### src/rtl/mine_pkg.sv
// mine_pkg: shared types and helpers for the minesweeper game controller.
//   game_state_t : FSM encoding, also driven out on mine_ctrl.game_state
//   cmd_op_t     : player command opcodes carried on cmd_op
//   DIR_*        : MOVE direction codes carried on cmd_dir
//   cells_adjacent() : 8-neighbourhood test on the row-major cell numbering
package mine_pkg;

    typedef enum logic [2:0] {
        PLACE = 3'd0,
        PLAY  = 3'd1,
        FLOOD = 3'd2,
        WIN   = 3'd3,
        LOSE  = 3'd4
    } game_state_t;

    typedef enum logic [1:0] {
        MOVE   = 2'd0,
        REVEAL = 2'd1,
        NEW    = 2'd2,
        RSVD   = 2'd3
    } cmd_op_t;

    localparam logic [1:0] DIR_RIGHT = 2'b00;
    localparam logic [1:0] DIR_UP    = 2'b01;
    localparam logic [1:0] DIR_LEFT  = 2'b10;
    localparam logic [1:0] DIR_DOWN  = 2'b11;

    // Cells are numbered row*gs + col with row 0 at the bottom and col 0 at
    // the right; two distinct cells are neighbours when both row and column
    // differ by at most one. Edges and corners simply have fewer neighbours.
    function automatic logic cells_adjacent(input int a, input int b, input int gs);
        int dr;
        int dc;
        dr = (a / gs) - (b / gs);
        dc = (a % gs) - (b % gs);
        if (a == b) begin
            return 1'b0;
        end else begin
            return (dr >= -32'sd1) && (dr <= 32'sd1) && (dc >= -32'sd1) && (dc <= 32'sd1);
        end
    endfunction

endpackage

### src/rtl/mine_ctrl_lfsr16.sv
// lfsr16: 16-bit Fibonacci LFSR (taps 16,14,13,11) used for bomb placement.
//   clk   : clock
//   reset : synchronous active-high, loads SEED
//   q     : current LFSR value, advances every cycle outside reset
module lfsr16 #(
    parameter logic [15:0] SEED = 16'hACE1
) (
    input  logic        clk,
    input  logic        reset,
    output logic [15:0] q
);

    // Shift register; feedback XORs taps 16,14,13,11 (bits 15,13,12,10)
    always_ff @(posedge clk) begin
        if (reset) begin
            q <= SEED;
        end else begin
            q <= {q[14:0], q[15] ^ q[13] ^ q[12] ^ q[10]};
        end
    end

endmodule

### src/rtl/mine_ctrl.sv
// mine_ctrl: sequential minesweeper controller sitting upstream of `board`.
// Owns the bomb / reveal / cursor grids, places bombs from an LFSR, commits
// cursor moves, flood-reveals empty regions and detects win / lose.
//   clk, reset          : single clock, synchronous active-high reset
//   cmd_valid/cmd_ready : command handshake (accepted when both high)
//   cmd_op/cmd_dir/cmd_grid : command opcode, MOVE direction, NEW bomb grid
//   bombGrid/revealGrid/cursorGrid : registered grids driven into `board`
//   move, dir           : combinational move strobe and direction to `board`
//   states              : per-cell state from `board` (0-8 count, 9 bomb)
//   nextCursorGrid      : cursor after the requested move, 0 if off-grid
//   game_state          : current FSM state
module mine_ctrl
    import mine_pkg::*;
#(
    parameter int          GRID_SIZE  = 3,
    parameter int          STATE_SIZE = 4,
    parameter int          NUM_BOMBS  = 2,
    parameter logic [15:0] SEED       = 16'hACE1
) (
    input  logic                                    clk,
    input  logic                                    reset,
    input  logic                                    cmd_valid,
    output logic                                    cmd_ready,
    input  logic [1:0]                              cmd_op,
    input  logic [1:0]                              cmd_dir,
    input  logic [GRID_SIZE*GRID_SIZE-1:0]          cmd_grid,
    output logic [GRID_SIZE*GRID_SIZE-1:0]          bombGrid,
    output logic [GRID_SIZE*GRID_SIZE-1:0]          revealGrid,
    output logic [GRID_SIZE*GRID_SIZE-1:0]          cursorGrid,
    output logic                                    move,
    output logic [1:0]                              dir,
    input  logic [STATE_SIZE*GRID_SIZE*GRID_SIZE-1:0] states,
    input  logic [GRID_SIZE*GRID_SIZE-1:0]          nextCursorGrid,
    output logic [2:0]                              game_state
);

    localparam int N    = GRID_SIZE * GRID_SIZE;
    localparam int IDXW = $clog2(N);
    localparam int CNTW = $clog2(N + 1);
    localparam logic [N-1:0] GRID_ZERO = {N{1'b0}};
    localparam logic [N-1:0] CELL0     = {{(N-1){1'b0}}, 1'b1};

    game_state_t     state_r,  state_s;
    logic [N-1:0]    bomb_r,   bomb_s;
    logic [N-1:0]    reveal_r, reveal_s;
    logic [N-1:0]    cursor_r, cursor_s;
    logic [CNTW-1:0] count_r,  count_s;
    logic            ready_r,  ready_s;
    logic            new_game_s;

    logic [15:0]     lfsr_q_s;
    logic            lfsr_unused_s;
    logic [IDXW-1:0] place_idx_s;
    logic [N-1:0]    place_bit_s;
    logic            place_ok_s;

    cmd_op_t         op_s;
    logic            accept_s;
    logic [N-1:0]    zero_s;
    logic [N-1:0]    flood_new_s;
    logic [N-1:0]    nbr_mask_s [N];

    lfsr16 #(.SEED(SEED)) u_lfsr (
        .clk   (clk),
        .reset (reset),
        .q     (lfsr_q_s)
    );

    assign place_idx_s   = lfsr_q_s[IDXW-1:0];
    assign lfsr_unused_s = ^lfsr_q_s[15:IDXW];
    assign place_bit_s   = CELL0 << place_idx_s;
    // Only indices that name a real, still-empty cell can take a bomb
    assign place_ok_s    = (32'(place_idx_s) < N) && ((bomb_r & place_bit_s) == GRID_ZERO);

    assign op_s     = cmd_op_t'(cmd_op);
    assign accept_s = cmd_valid & ready_r;
    assign move     = accept_s & (op_s == MOVE);
    assign dir      = cmd_dir;

    // Per-cell neighbour masks, zero-state flags and the parallel flood step:
    // an unrevealed non-bomb cell opens when any revealed neighbour reads 0.
    for (genvar i = 0; i < N; i++) begin : g_cell
        for (genvar j = 0; j < N; j++) begin : g_nbr
            assign nbr_mask_s[i][j] = cells_adjacent(i, j, GRID_SIZE);
        end
        assign zero_s[i]      = (states[STATE_SIZE*i +: STATE_SIZE] == {STATE_SIZE{1'b0}});
        assign flood_new_s[i] = ~reveal_r[i] & ~bomb_r[i] & (|(nbr_mask_s[i] & reveal_r & zero_s));
    end

    // Next-state and next-grid computation for every game state
    always_comb begin
        state_s    = state_r;
        bomb_s     = bomb_r;
        reveal_s   = reveal_r;
        cursor_s   = cursor_r;
        count_s    = count_r;
        new_game_s = 1'b0;
        case (state_r)
            PLACE: begin
                if (count_r == CNTW'(NUM_BOMBS)) begin
                    state_s = PLAY;
                end else if (place_ok_s) begin
                    bomb_s  = bomb_r | place_bit_s;
                    count_s = count_r + {{(CNTW-1){1'b0}}, 1'b1};
                end else begin
                    count_s = count_r;    // collision or out of range: retry
                end
            end
            PLAY: begin
                // A completed board wins before any command is looked at
                if (&(reveal_r | bomb_r)) begin
                    state_s = WIN;
                end else if (accept_s) begin
                    case (op_s)
                        MOVE: begin
                            if (nextCursorGrid != GRID_ZERO) begin
                                cursor_s = nextCursorGrid;
                            end else begin
                                cursor_s = cursor_r;
                            end
                        end
                        REVEAL: begin
                            if (|(cursor_r & bomb_r)) begin
                                reveal_s = reveal_r | bomb_r;
                                state_s  = LOSE;
                            end else if (|(cursor_r & reveal_r)) begin
                                reveal_s = reveal_r;
                            end else begin
                                reveal_s = reveal_r | cursor_r;
                                if (|(cursor_r & zero_s)) begin
                                    state_s = FLOOD;
                                end else begin
                                    state_s = PLAY;
                                end
                            end
                        end
                        NEW:     new_game_s = 1'b1;
                        default: state_s = state_r;
                    endcase
                end else begin
                    state_s = state_r;
                end
            end
            FLOOD: begin
                if (flood_new_s == GRID_ZERO) begin
                    state_s = PLAY;
                end else begin
                    reveal_s = reveal_r | flood_new_s;
                end
            end
            WIN, LOSE: begin
                if (accept_s && (op_s == NEW)) begin
                    new_game_s = 1'b1;
                end else begin
                    state_s = state_r;
                end
            end
            default: state_s = PLACE;
        endcase

        if (new_game_s) begin
            reveal_s = GRID_ZERO;
            cursor_s = CELL0;
            count_s  = {CNTW{1'b0}};
            if (cmd_grid != GRID_ZERO) begin
                bomb_s  = cmd_grid;
                state_s = PLAY;
            end else begin
                bomb_s  = GRID_ZERO;
                state_s = PLACE;
            end
        end else begin
            count_s = count_s;
        end

        // Ready is registered, so derive it from the state being entered
        ready_s = ((state_s == PLAY) && !(&(reveal_s | bomb_s))) ||
                  (state_s == WIN) || (state_s == LOSE);
    end

    // State and grid registers
    always_ff @(posedge clk) begin
        if (reset) begin
            state_r  <= PLACE;
            bomb_r   <= GRID_ZERO;
            reveal_r <= GRID_ZERO;
            cursor_r <= CELL0;
            count_r  <= {CNTW{1'b0}};
            ready_r  <= 1'b0;
        end else begin
            state_r  <= state_s;
            bomb_r   <= bomb_s;
            reveal_r <= reveal_s;
            cursor_r <= cursor_s;
            count_r  <= count_s;
            ready_r  <= ready_s;
        end
    end

    assign cmd_ready  = ready_r;
    assign bombGrid   = bomb_r;
    assign revealGrid = reveal_r;
    assign cursorGrid = cursor_r;
    assign game_state = state_r;

endmodule

### config.mk
export PLATFORM = sky130hd
export DESIGN_NAME = mine_ctrl
export DESIGN_NICKNAME = d
export VERILOG_FILES = /design/src/rtl/mine_pkg.sv /design/src/rtl/mine_ctrl_lfsr16.sv /design/src/rtl/mine_ctrl.sv
export SDC_FILE = /design/constraint.sdc
export NUM_CORES = 1
export LEC_CHECK = 0
export BUFFER_PORTS_ARGS = -buffer_cell sky130_fd_sc_hd__buf_4
export CAP_MARGIN = 5
export CORE_UTILIZATION = 35
export CTS_CLUSTER_SIZE = 10
export DETAILED_ROUTE_END_ITERATION = 8
export GPL_TIMING_DRIVEN = 0
export HOLD_SLACK_MARGIN = 0.06
export PLACE_DENSITY = 0.64
export SYNTH_ARGS = -nofsm -noshare
export SYNTH_HDL_FRONTEND = slang
export SYNTH_HIERARCHICAL = 1
export SYNTH_SLANG_ARGS = --single-unit
### constraint.sdc
create_clock -name clk -period 2.9 [get_ports clk]
set_clock_uncertainty 0.2 [all_clocks]
set_input_delay 0.145 -clock clk [delete_from_list [all_inputs] [get_ports clk]]
set_output_delay 0.145 -clock clk [all_outputs]
set_load 0.02 [all_outputs]
# After elaboration in Yosys (flattened, before gate mapping)

Index checks and enable logic that the tools add are counted.

Memories: 0
Output and inout bits: 34
RAM bits: 0
Bits in read-only memories: 0
Input port bits: 61
Bits in registers: 51
Word-level logic and storage cells: 149
Bits in latches: 0

$lt $le $gt $ge: 1
Multiply operators: 0
Reductions and logical operators: 39
Add/subtract/negate cells: 1
Multiplexer cells: 29
Shift operators: 1
Divide/modulo/power cells: 0
Bitwise gates (word level): 61
Equality and inequality tests: 10

Operators with widths:

| operator              | count |
|---|---|
| $mux W9               | 12 |
| $reduce_or A9 Y1      | 12 |
| $and A9 B9 Y9         | 7 |
| $or A9 B9 Y9          | 5 |
| $logic_not A4 Y1      | 9 |
| $and A8 B9 Y9         | 3 |
| $mux W3               | 8 |
| $and A1 B1 Y1         | 20 |
| $not A1 Y1            | 20 |
| $and A6 B9 Y9         | 2 |
| $logic_not A9 Y1      | 2 |
| $pmux W9 S2           | 1 |
| $reduce_and A9 Y1     | 2 |
| $reduce_bool A9 Y1    | 2 |
| $pmux W3 S4           | 1 |
| $and A5 B9 Y9         | 1 |
| $eq A3 B2 Y1 const B  | 3 |
| $shl A1 B4 Y9 const A | 1 |
| $eq A3 B1 Y1 const B  | 2 |
| $eq A3 B3 Y1 const B  | 2 |
| $mux W1               | 5 |
| $reduce_and A5 Y1     | 1 |
| $add A4 B1 Y4 const B | 1 |
| $eq A4 B2 Y1 const B  | 1 |
| 13 further kinds      | 19 |

# Longest topological paths before layout

Depth after elaboration: 15
Gate-level depth with buffers: 10
Depth with buffers taken out: 10

# Modules after synthesis

The synthesis kept the hierarchy.

Modules (own cells, without submodules):

| module    | area an instance (um2) | times used | cells each | seq. area each (um2) |
|---|---|---|---|---|
| mine_ctrl | 2555.0                 | 1          | 319        | 700.7 |
| lfsr16    | 454.2                  | 1          | 36         | 320.3 |

# Least setup slack after synthesis

Ideal clock, no wire load.

Kind: flip-flop to flip-flop
Start point: register count_r[0]
End point: register ready_r (netlist: cmd_ready)
Stages on the path, launching flop included: 11
Arrival time: 2.110 ns
Path buffers: 0
Period minus slack after synthesis: 2.443 ns
Slack: 0.457 ns
Setup time: 0.133 ns
Required time: 2.567 ns
Path through: dfxtp_1 inv_1 ha_1 nor3b_1 or4_4 nor4_4 a21o_1 mux2i_1 a22o_1 a211oi_2 a311oi_1

Longest elaborated chain between the ends: 10
Elaborated cells between the ends (all ways): 16
Classes of those cells: eq/ne: 4; mux: 6; bitwise: 1; reduce/logical: 5

RTL lines:

| item                   | RTL line         | source |
|---|---|---|
| from (decl)            | mine_ctrl.sv:47  | `logic [CNTW-1:0] count_r, count_s;` |
| from (signal assigned) | mine_ctrl.sv:188 | `count_r <= {CNTW{1'b0}};` |
| from (signal assigned) | mine_ctrl.sv:195 | `count_r <= count_s;` |
| $eq A4 B2 Y1 *         | mine_ctrl.sv:100 | `if (count_r == CNTW'(NUM_BOMBS)) begin` |
| $mux W9                | mine_ctrl.sv:100 |  |
| $mux W9                | mine_ctrl.sv:98  | `case (state_r)` |
| $mux W9                | mine_ctrl.sv:161 | `if (new_game_s) begin` |
| $or A9 B9 Y9           | mine_ctrl.sv:177 | `ready_s = ((state_s == PLAY) && !(&(reveal_s \| bomb_s))) \|\|` |
| $reduce_and A9 Y1      | mine_ctrl.sv:177 |  |
| $logic_not A1 Y1       | mine_ctrl.sv:177 |  |
| $logic_and A1 B1 Y1    | mine_ctrl.sv:177 |  |
| $logic_or A1 B1 Y1     | mine_ctrl.sv:177 |  |
| $logic_or A1 B1 Y1 *   | mine_ctrl.sv:178 | `(state_s == WIN) \|\| (state_s == LOSE);` |
| to (signal assigned)   | mine_ctrl.sv:196 | `ready_r <= ready_s;` |
| to (decl)              | mine_ctrl.sv:48  | `logic ready_r, ready_s;` |

Mark *: on every way between the ends. The rest lies on a longest branch, timed or not.
A chain may end at the register's enable or synchronous reset.

# Worst setup path in the final report

Start point: register bomb_r[3] (netlist: bombGrid[3])
End point: register ready_r (netlist: cmd_ready)

Longest elaborated chain between the ends: 14
Elaborated cells between the ends (all ways): 42
Classes of those cells: eq/ne: 3; mux: 20; bitwise: 9; reduce/logical: 10

RTL lines:

| item                   | RTL line         | source |
|---|---|---|
| from (decl)            | mine_ctrl.sv:44  | `logic [N-1:0] bomb_r, bomb_s;` |
| from (signal assigned) | mine_ctrl.sv:192 | `bomb_r <= bomb_s;` |
| $and A9 B9 Y9          | mine_ctrl.sv:123 | `if (\|(cursor_r & bomb_r)) begin` |
| $reduce_or A9 Y1       | mine_ctrl.sv:123 |  |
| $mux W9                | mine_ctrl.sv:123 |  |
| $mux W9                | mine_ctrl.sv:114 | `case (op_s)` |
| $mux W9                | mine_ctrl.sv:113 | `end else if (accept_s) begin` |
| $mux W9                | mine_ctrl.sv:111 | `if (&(reveal_r \| bomb_r)) begin` |
| $pmux W9 S2            | mine_ctrl.sv:98  |  |
| $mux W9                | mine_ctrl.sv:161 |  |
| $or A9 B9 Y9           | mine_ctrl.sv:177 |  |
| $reduce_and A9 Y1      | mine_ctrl.sv:177 |  |
| $logic_not A1 Y1       | mine_ctrl.sv:177 |  |
| $logic_and A1 B1 Y1    | mine_ctrl.sv:177 |  |
| $logic_or A1 B1 Y1     | mine_ctrl.sv:177 |  |
| $logic_or A1 B1 Y1 *   | mine_ctrl.sv:178 |  |

Marked as above.

==> flow_summary_export.csv <==
group,metric,value,unit
clock_network,cts-buffers-inserted,5,
grt,grt_max_degree,19,
synth,synth_seq_cells,51,
final_layout,drive_gt1_share,28.4,%
placed_design,gp_congestion,0.899,
synth,synth_area,3010,um^2
grt,grtUsageTotal,23.2,%
placed_design,post-dp-hpwl,7680,um
critical_path,critPathLaunchType,"flip-flop",
sta,slew_violations,0,
grt,antenna_found_initial,0,
power_and_ir_drop,cellLeakagePower,1.72,nW
power_and_ir_drop,p_per_area,458,nW/um^2
sta,whs,0.159,ns
critical_path,r2r_end,"cmd_ready",
synth,synthCells,355,
routing,top_layer_used,"met4",
status,run_status,"completed",
critical_path,path_max_fanout,9,
critical_path,critPathSlowestCell,"dfxtp_1",
floorplan,core_area,8260,um^2
routing,finalWirelength,10100,um
floorplan,die_y,94.7,um
min_path,worstHoldPathType,"in -> reg",
clock_network,cts.path.max_buffers,2,
floorplan,die_x,94.7,um
clock_network,clock_latency,0.31,ns
flow_run,drv_cap,0,
clock_network,path_clk_slew,0.10,ns
routing,drt-met1-wl,4180,um
sta,timing.final.crit_period,2.72,ns
critical_path,end_kind,"flip-flop",
critical_path,crit_chain,"o22ai_2 > nor4_4 > a21o_4 > a21o_1 > buf_6 > mux2i_1 > o221ai_1 > and3_1 > a311oi_1",
min_path,hold_depth,5,
routing,drc,0,
sta,max-slew-margin-rel,27.8,%
critical_path,worstSetupPathType,"reg -> reg",
floorplan,initial_core_util,36.4,%
clock_network,htreeDepth,2,
routing,dr.first_iter.drc_count,282,
clock_network,clock_sinks,51,
final_layout,antenna_cells,0,
sta,finalHoldViolations,0,
sta,tns,0,ns
clock_network,cts_tree,"done",
critical_path,worst-endpoint-required,2.91,ns
sta,setup_violations,0,
synth,synth-edff-count,0,
synth,syn_nets,418,
sta,finalCritPeriodShare,93.8,%
final_layout,num-fill-cells,799,
grt,grt_pass1_vias,3139,
routing,dr_wl_met2,4790,um
routing,vias,3309,
synth,synth.distinct_cells,74,
floorplan,ios,95,
synth,async_reset_ff_share,0,%
routing,routed-wl-met3,904,um
sta,clock.fmax,0.368,GHz
routing,drt_pass1_iterations,5,
synth,ys.flop_type,"dfxtp_1",
routing,wl_per_cell,17.4,um
sta,tightest_slew,1.07,ns
routing,routed_via_density,5.71,
critical_path,arrival,2.73,ns
grt,grt_pass1_wl,16100,um
final_layout,nNetsFinal,537,
power_and_ir_drop,peakVddDrop,0.219,mV
min_path,min_from,"cmd_op[1]",
placed_design,portBuffers,92,
critical_path,reg2reg_from,"bombGrid[3]",
min_path,hold_path_end,"game_state[2]",
final_layout,final_common_cell,"buf_4",
grt,grt_remaining_overflow,0,
clock_network,cts_root_buffer,"clkbuf_8",
floorplan,dieArea,8970,um^2
critical_path,reg2reg_depth,9,
synth,yosysSeqAreaShare,33.9,%
sta,rsz0062_at_grt,"no",
final_layout,layout_common_cells,"buf_4 (98), dfxtp_1 (51), nor2_1 (42), nand2_1 (31), a21oi_1 (22)",
critical_path,rrSetupSlack,0.18,ns
synth,yosysWarnings,6,
floorplan,rows,33,
routing,ant_nets,0,
critical_path,max_stage_delay,0.59,ns
synth,syn_avg_cell_area,8.48,um^2
final_layout,area_growth,37.6,%
==> worst max path at each step <==
stage,cells after the start,end,slack [ns],from
5_1_grt,9,cmd_ready,0.03,bombGrid[3]
3_5_place_dp,10,cmd_ready,0.06,count_r[0]
6_report,9,cmd_ready,0.18,bombGrid[3]
2_1_floorplan,10,cmd_ready,0.46,count_r[0]
4_1_cts,10,cmd_ready,0.02,count_r[0]
3_3_place_gp,10,cmd_ready,0.02,count_r[0]
==> state kept, by name (all words and copies together), names as in the netlist <==
signal,cells
u_lfsr/q,16
bombGrid,9
cursorGrid,9
revealGrid,9
count_r,4
game_state,3
cmd_ready,1
==> worst max-delay path: cells and delay by family (launching register included) <==
kind	cells	cell delay, ns
DFF	1	0.59
AOI/OAI and AO/OA	5	0.93
buffers and inverters	1	0.14
muxes	1	0.28
and+or+nand+nor	2	0.47
==> area by class of cell <==
type	instances	area, um^2	share of cell area [%]
buffer	15	104	2.51
clock buffer	5	68.8	1.66
clock inverter	3	27.5	0.665
inverter	7	26.3	0.635
multi-input combinational	282	1870	45.2
sequential	51	1020	24.7
tap	105	131	3.17
timing repair buffer	112	888	21.5
==> cells by family (layout without fill, tap and decap cells) <==
kind of cell / Yosys count / count (layout) / synth area share, %
and+or+nand+nor: 150 / 150 / 27.4
AOI/OAI and AO/OA: 111 / 111 / 27.4
DFF: 51 / 51 / 33.9
buffers and inverters: 22 / 142 / 4.32
muxes: 14 / 14 / 4.70
xor gates and xnor gates: 5 / 5 / 1.46
adders and majority gates: 2 / 2 / 0.831
==> cell usage after synthesis, types with 3 or more instances <==
cell | number | area (um^2)
a21boi_0 | 5 | 37.5
and3_1 | 4 | 25.0
o22a_1 | 5 | 43.8
and2_1 | 4 | 25.0
nor3_1 | 3 | 15.0
nand2b_1 | 5 | 31.3
a21oi_1 | 22 | 110
or2_1 | 7 | 43.8
a21o_1 | 4 | 30.0
a31oi_1 | 12 | 75.1
xnor2_1 | 3 | 26.3
nand2_1 | 31 | 116
inv_1 | 7 | 26.3
dfxtp_1 | 51 | 1020
nor4_1 | 11 | 68.8
nand4_1 | 3 | 18.8
o21ai_0 | 3 | 15.0
buf_4 | 5 | 37.5
a311oi_1 | 4 | 35.0
o21a_1 | 4 | 30.0
clkbuf_1 | 4 | 15.0
nor2b_1 | 14 | 87.6
a22oi_1 | 20 | 150
nor2_1 | 42 | 158
nand3_1 | 5 | 25.0
mux2i_1 | 13 | 130
a41oi_1 | 3 | 26.3
==> stage by stage <==
stage                     cells  area, um^2  setup WS (ns)  total power, mW  util, %
final                       580        4140          0.179             1.90     50.1
after detailed placement    552        3830         0.0640             1.42     46.4
after global routing        580        4140         0.0274             2.00     50.1
after global placement      552        3830         0.0167             1.42     46.4
after CTS                   579        4120         0.0226             1.89     49.9
after floorplan             355        3010          0.457             1.20        -
==> report_power, final <==
group	internal (mW)	switching (mW)	total (mW)
Sequential	0.757	0.0835	0.840
Clock	0.178	0.266	0.443
Combinational	0.304	0.309	0.613
==> repair_timing <==
item	in CTS	in global routing
setup buffers	0	1
endpoints found under the setup margin	0	1
hold endpoints to repair	31	0
resized for setup	0	3
hold buffers	19	0
==> per-layer routing <==
layer / global-route usage (%) / up-vias
met5: 0 / -
met4: 7.58 / 0
met3: 4.43 / 22
met2: 37.5 / 175
met1: 31.0 / 1543
li1: - / 1569
No activity file was read; power rests on OpenSTA's default activity.
